--- config.mk ---
export PLATFORM = sky130hd
export DESIGN_NAME = transmission8_sched_flat
export DESIGN_NICKNAME = d
export VERILOG_FILES = /design/src/rtl/trans_sched_pkg.sv /design/src/rtl/transmission8_sched_if.sv /design/src/rtl/trans_rr_pick.sv /design/src/rtl/transmission8_sched.sv /design/src/flat_wrapper.sv
export SDC_FILE = /design/constraint.sdc
export NUM_CORES = 1
export LEC_CHECK = 0
export ABC_AREA = 1
export CAP_MARGIN = 15
export CORE_MARGIN = 2
export CORE_UTILIZATION = 45
export CTS_CLUSTER_DIAMETER = 40
export DETAILED_ROUTE_END_ITERATION = 8
export GPL_TIMING_DRIVEN = 1
export PLACE_DENSITY = 0.77
export SLEW_MARGIN = 25
export SYNTH_ARGS = -nofsm -noshare
export SYNTH_HDL_FRONTEND = slang
export SYNTH_SLANG_ARGS = --single-unit
--- constraint.sdc ---
create_clock -name clk -period 2.81 [get_ports clk]
set_clock_uncertainty 0.1 [all_clocks]
set_input_delay 0.281 -clock clk [delete_from_list [all_inputs] [get_ports clk]]
set_output_delay 0.281 -clock clk [all_outputs]
set_load 0.1 [all_outputs]
--- src/rtl/trans_sched_pkg.sv ---
// Shared types and constants for the transmission8 round-robin scheduler.
// Holds the FSM state enum, channel/select widths and the one-hot helper.
package trans_sched_pkg;

    localparam int N_CH  = 8;
    localparam int SEL_W = 3;

    typedef enum logic [1:0] {
        IDLE    = 2'd0,
        GRANT   = 2'd1,
        RELEASE = 2'd2
    } state_t;

    function automatic logic [N_CH-1:0] onehot8(input logic [SEL_W-1:0] sel);
        logic [N_CH-1:0] v;
        v = '0;
        v[sel] = 1'b1;
        return v;
    endfunction

endpackage

--- src/rtl/transmission8_sched_if.sv ---
// Requester-side bundle of the transmission8 scheduler.
// Ports: iReq (requests in), oGnt (one-hot grant), A/B/C (select, A = MSB),
//        oBusy (path owned), oTimeout (forced-release pulse).
// master: requester side; slave: scheduler side.
interface transmission8_sched_if;
    import trans_sched_pkg::*;

    logic [N_CH-1:0] iReq;
    logic [N_CH-1:0] oGnt;
    logic            A;
    logic            B;
    logic            C;
    logic            oBusy;
    logic            oTimeout;

    modport master (
        output iReq,
        input  oGnt, A, B, C, oBusy, oTimeout
    );

    modport slave (
        input  iReq,
        output oGnt, A, B, C, oBusy, oTimeout
    );

endinterface

--- src/rtl/trans_rr_pick.sv ---
// Combinational round-robin priority encoder.
// Ports: req[7:0] requests, ptr[2:0] search start; win[2:0] first set bit
//        at or above ptr (wrapping 7->0), any = at least one request.
module trans_rr_pick
    import trans_sched_pkg::*;
(
    input  logic [N_CH-1:0]  req,
    input  logic [SEL_W-1:0] ptr,
    output logic [SEL_W-1:0] win,
    output logic             any
);

    logic [SEL_W-1:0] idx;

    // Scan from the farthest slot back to ptr so the closest hit wins.
    always_comb begin
        win = '0;
        any = 1'b0;
        idx = '0;
        for (int k = N_CH - 1; k >= 0; k--) begin
            idx = ptr + SEL_W'(k);
            if (req[idx]) begin
                win = idx;
                any = 1'b1;
            end
        end
    end

endmodule

--- src/rtl/transmission8_sched.sv ---
// Round-robin scheduler sharing the transmission8 datapath among 8 requesters.
// Ports: clk, rst (async, active high), bus (slave modport: iReq in; oGnt,
//        A/B/C, oBusy, oTimeout out). All outputs are registered.
// Optional macro TRANS_SCHED_TIMEOUT_EN adds a hold counter that forces a
// release after MAX_HOLD grant cycles and pulses oTimeout.
module transmission8_sched
    import trans_sched_pkg::*;
#(
    parameter int MAX_HOLD = 16
) (
    input  logic                  clk,
    input  logic                  rst,
    transmission8_sched_if.slave  bus
);

    state_t           state_q, state_d;
    logic [SEL_W-1:0] ptr_q, ptr_d;
    logic [SEL_W-1:0] sel_q, sel_d;
    logic [N_CH-1:0]  gnt_q, gnt_d;
    logic             busy_q, busy_d;
    logic             to_q, to_d;
    logic [SEL_W-1:0] win;
    logic             any;
    logic             hold_max;
    logic             cur_req;

    trans_rr_pick u_pick (
        .req (bus.iReq),
        .ptr (ptr_q),
        .win (win),
        .any (any)
    );

    assign cur_req = bus.iReq[sel_q];

`ifdef TRANS_SCHED_TIMEOUT_EN
    localparam logic [7:0] HOLD_LAST = 8'(MAX_HOLD - 1);

    logic [7:0] hold_q, hold_d;

    assign hold_max = (hold_q == HOLD_LAST);

    // Zero on GRANT entry, counts while the grant is kept.
    always_comb begin
        hold_d = '0;
        if (state_q == GRANT && state_d == GRANT) begin
            hold_d = hold_q + 8'd1;
        end
    end

    always_ff @(posedge clk or posedge rst) begin
        if (rst) begin
            hold_q <= '0;
        end else begin
            hold_q <= hold_d;
        end
    end
`else
    logic unused_max_hold;

    assign hold_max        = 1'b0;
    assign unused_max_hold = ^8'(MAX_HOLD);
`endif

    always_comb begin
        state_d = state_q;
        ptr_d   = ptr_q;
        sel_d   = sel_q;
        gnt_d   = gnt_q;
        busy_d  = busy_q;
        to_d    = 1'b0;
        unique case (state_q)
            IDLE, RELEASE: begin
                // sel is left alone here so the datapath never sees a toggle.
                if (any) begin
                    state_d = GRANT;
                    sel_d   = win;
                    gnt_d   = onehot8(win);
                    busy_d  = 1'b1;
                end else begin
                    state_d = IDLE;
                    gnt_d   = '0;
                    busy_d  = 1'b0;
                end
            end
            GRANT: begin
                if (!cur_req || hold_max) begin
                    state_d = RELEASE;
                    gnt_d   = '0;
                    busy_d  = 1'b0;
                    ptr_d   = sel_q + 1'b1;
                    // Only a release with the owner still asking is forced.
                    to_d    = cur_req & hold_max;
                end
            end
            default: begin
                state_d = IDLE;
                gnt_d   = '0;
                busy_d  = 1'b0;
            end
        endcase
    end

    always_ff @(posedge clk or posedge rst) begin
        if (rst) begin
            state_q <= IDLE;
            ptr_q   <= '0;
            sel_q   <= '0;
            gnt_q   <= '0;
            busy_q  <= 1'b0;
            to_q    <= 1'b0;
        end else begin
            state_q <= state_d;
            ptr_q   <= ptr_d;
            sel_q   <= sel_d;
            gnt_q   <= gnt_d;
            busy_q  <= busy_d;
            to_q    <= to_d;
        end
    end

    assign bus.oGnt             = gnt_q;
    assign {bus.A, bus.B, bus.C} = sel_q;
    assign bus.oBusy            = busy_q;
    assign bus.oTimeout         = to_q;

endmodule

--- src/flat_wrapper.sv ---
// flat-port wrapper written by rule: the top's interface ports become plain ports
module transmission8_sched_flat import trans_sched_pkg::*;
#(
    parameter int MAX_HOLD = 16
)
  (clk, rst, bus_iReq, bus_oGnt, bus_A, bus_B, bus_C, bus_oBusy, bus_oTimeout);
  transmission8_sched_if bus_i ();
  input  logic clk;
  input  logic rst;
  input wire logic [$bits(bus_i.iReq)-1:0] bus_iReq;
  output wire logic [$bits(bus_i.oGnt)-1:0] bus_oGnt;
  output wire logic [$bits(bus_i.A)-1:0] bus_A;
  output wire logic [$bits(bus_i.B)-1:0] bus_B;
  output wire logic [$bits(bus_i.C)-1:0] bus_C;
  output wire logic [$bits(bus_i.oBusy)-1:0] bus_oBusy;
  output wire logic [$bits(bus_i.oTimeout)-1:0] bus_oTimeout;
  assign bus_i.iReq = bus_iReq;
  assign bus_oGnt = bus_i.oGnt;
  assign bus_A = bus_i.A;
  assign bus_B = bus_i.B;
  assign bus_C = bus_i.C;
  assign bus_oBusy = bus_i.oBusy;
  assign bus_oTimeout = bus_i.oTimeout;
  transmission8_sched #(.MAX_HOLD(MAX_HOLD)) u_core (.clk(clk), .rst(rst), .bus(bus_i));
endmodule
==> results.cfg <==
[status]
outcome = finished, final reports clean

[cts]
htreeDepth = 1
clk-insertion-delay-late_ns = 0.28
cts_made_buffers = 3
cts_tree = built
cts_buffer_depth = 2
post_cts_resized = 0
cts_sinks = 16
cts_hold_buffers = 0
cts-root-buf = clkbuf_4
cts_setup_buffers = 0
clk_pin_slew_ns = 0.09

[critical_path]
cp.arrival_ns = 2.68
critPathBufInv = 3
criticalPathCategory = flop to flop
cp_slowest_cell = dfrtp_1
max_stage_delay_ns = 0.56
crit_start = u_core.ptr_q[1]$_DFFE_PP0P_
crit_path_end_kind = flop
crit_top_cell = nand3_1
startpoint_type = flop
worstReg2RegStart = u_core.ptr_q[1]$_DFFE_PP0P_
cp_cell_sequence = inv_4, ha_1, inv_2, nand3_1, nand3_1, nand2_1, nor2_1, nand3_1, o21ai_4, inv_2, nand2_1, o21ai_1
worstPathMaxFanout = 9
crit_family = simple AND/OR/NAND/NOR gates
required_ns = 2.88

[min_path]
hold_class = input port to asynchronous set/reset pin

[layout]
final_common_cell = nand2_1
nets = 247
antenna_cells = 0
syn_to_final_growth_pct = 16.86
drive_gt1_frac = 0.2661
most-common-layout-cells = 65 x nand2_1, 28 x nand3_1, 18 x nand2_2

[timing]
slew_headroom = 0.6113
finalSetupViolations = 0
finalCritPeriodShare = 0.9305
fmax_mhz = 382.5
tns_ns = 0
hold_viol = 0
report.final.slew_viol_count = 0
worst_pin_slew_ns = 0.5825
final.min_clock_period_ns = 2.615
rsz0062_at_grt = false

[die]
die_h_um = 60.43
start_util = 0.4693
fp.dieArea_um2 = 3651
num_rows = 20
core_um2 = 3053
ioPinCount = 23
die_width_um = 60.43

[synth]
syn_area_per_cell_um2 = 6.790
synth_cells = 211
synth.top_cell.area_share = 0.2795
yosysSeqAreaShare = 0.2795
ys.warnings.count = 0
syn-num-nets = 224
synth_cell_types = 26
syn_area_um2 = 1433
yosys-top-cells-area = dfrtp_1 28%, nand2_1 17%, nand3_1 9.8%
synth_top_cell_by_area = dfrtp_1
ys_ff_latch = 16

[place]
gp_congestion = 0.9446
dp_hpwl_um = 2812
port_buffers = 21

[global_route]
grt_pass1_wl_um = 5920
grt_pass1_vias = 1321
grt.overflow.total = 0
grt_util_all_layers = 0.2095
antenna_found_initial = 0
grt_max_degree = 17

[route]
antenna_left = 0
drt_first_iter_violations = 68
drc = 0
vias_per_cell = 5.224
dr_total_vias = 1447
drt_first_pass_iters = 4
routedWlPerCell_um = 12.35
wl_um = 3421

[flow_run]
drv_cap = 0
[cells by family after synthesis]
kind of cell	share of synthesized area
buf+inv	0.09607
other cells	0.002618
xor+xnor	0.01834
fa+ha+maj	0.02620
compound gates	0.09695
flops	0.2795
simple gates	0.4803
[worst paths after layout]
path	slack, ns	end	cells after the start
max	0.20	u_core.sel_q[1]$_DFFE_PP0P_	12
min	0.25	u_core.ptr_q[0]$_DFFE_PP0P_	2
max reg2reg	0.20	u_core.sel_q[1]$_DFFE_PP0P_	12
min reg2reg	0.39	u_core.bus.oGnt[2]$_DFFE_PP0P_	2
max in group asynchronous	1.98	u_core.bus.oGnt[5]$_DFFE_PP0P_	2
min in group clk	0.39	u_core.bus.oGnt[2]$_DFFE_PP0P_	2
[synth_stat cells, drive strengths merged]
cell,number
inv,26
o21ai,11
nand2,84
a31oi,1
ha,3
conb,1
buf,4
o221ai,2
xnor2,2
nand3,41
a21oi,9
dfrtp,16
nor2,9
nand4,1
xor2,1
[area by class of cell]
| cell class | count | area, um^2 |
|---|---|---|
| multi-input combinational | 165 | 894.6 |
| clock buffer | 4 | 36.28 |
| sequential | 16 | 400.4 |
| tap | 44 | 55.05 |
| fill | 305 | 1379 |
| inverter | 26 | 100.1 |
| timing repair buffer | 22 | 187.7 |
[routing by layer]
| metal | up-vias | part of all wire | track usage |
|---|---|---|---|
| li1 | 734 | - | - |
| met1 | 671 | 0.47 | 0.3025 |
| met2 | 36 | 0.48 | 0.3432 |
| met3 | 6 | 0.040 | 0.02132 |
| met4 | 0 | 0.0085 | 0.04348 |
| met5 | - | 0 | 0 |
[stage by stage]
step	area (um^2)	hold slack, ns	util	setup WS [ns]	cells
floorplan	1433	0.09474	-	0.6302	211
global placement	1638	0.3704	0.5365	0.3601	273
detailed placement	1638	0.3667	0.5365	0.2544	273
CTS	1674	0.2801	0.5484	0.2301	277
global route	1674	0.3238	0.5484	0.03636	277
finish	1674	0.2531	0.5484	0.1953	277
[state kept, by name, summed over array words and instances (netlist names)]
| name | cells |
|---|---|
| u_core.bus.oGnt | 8 |
| u_core.ptr_q | 3 |
| u_core.sel_q | 3 |
| u_core.state_q | 2 |
Power is left out: the tool's default activity adds up to more than one toggle a clock period on the data nets, which glitch-free logic cannot reach.
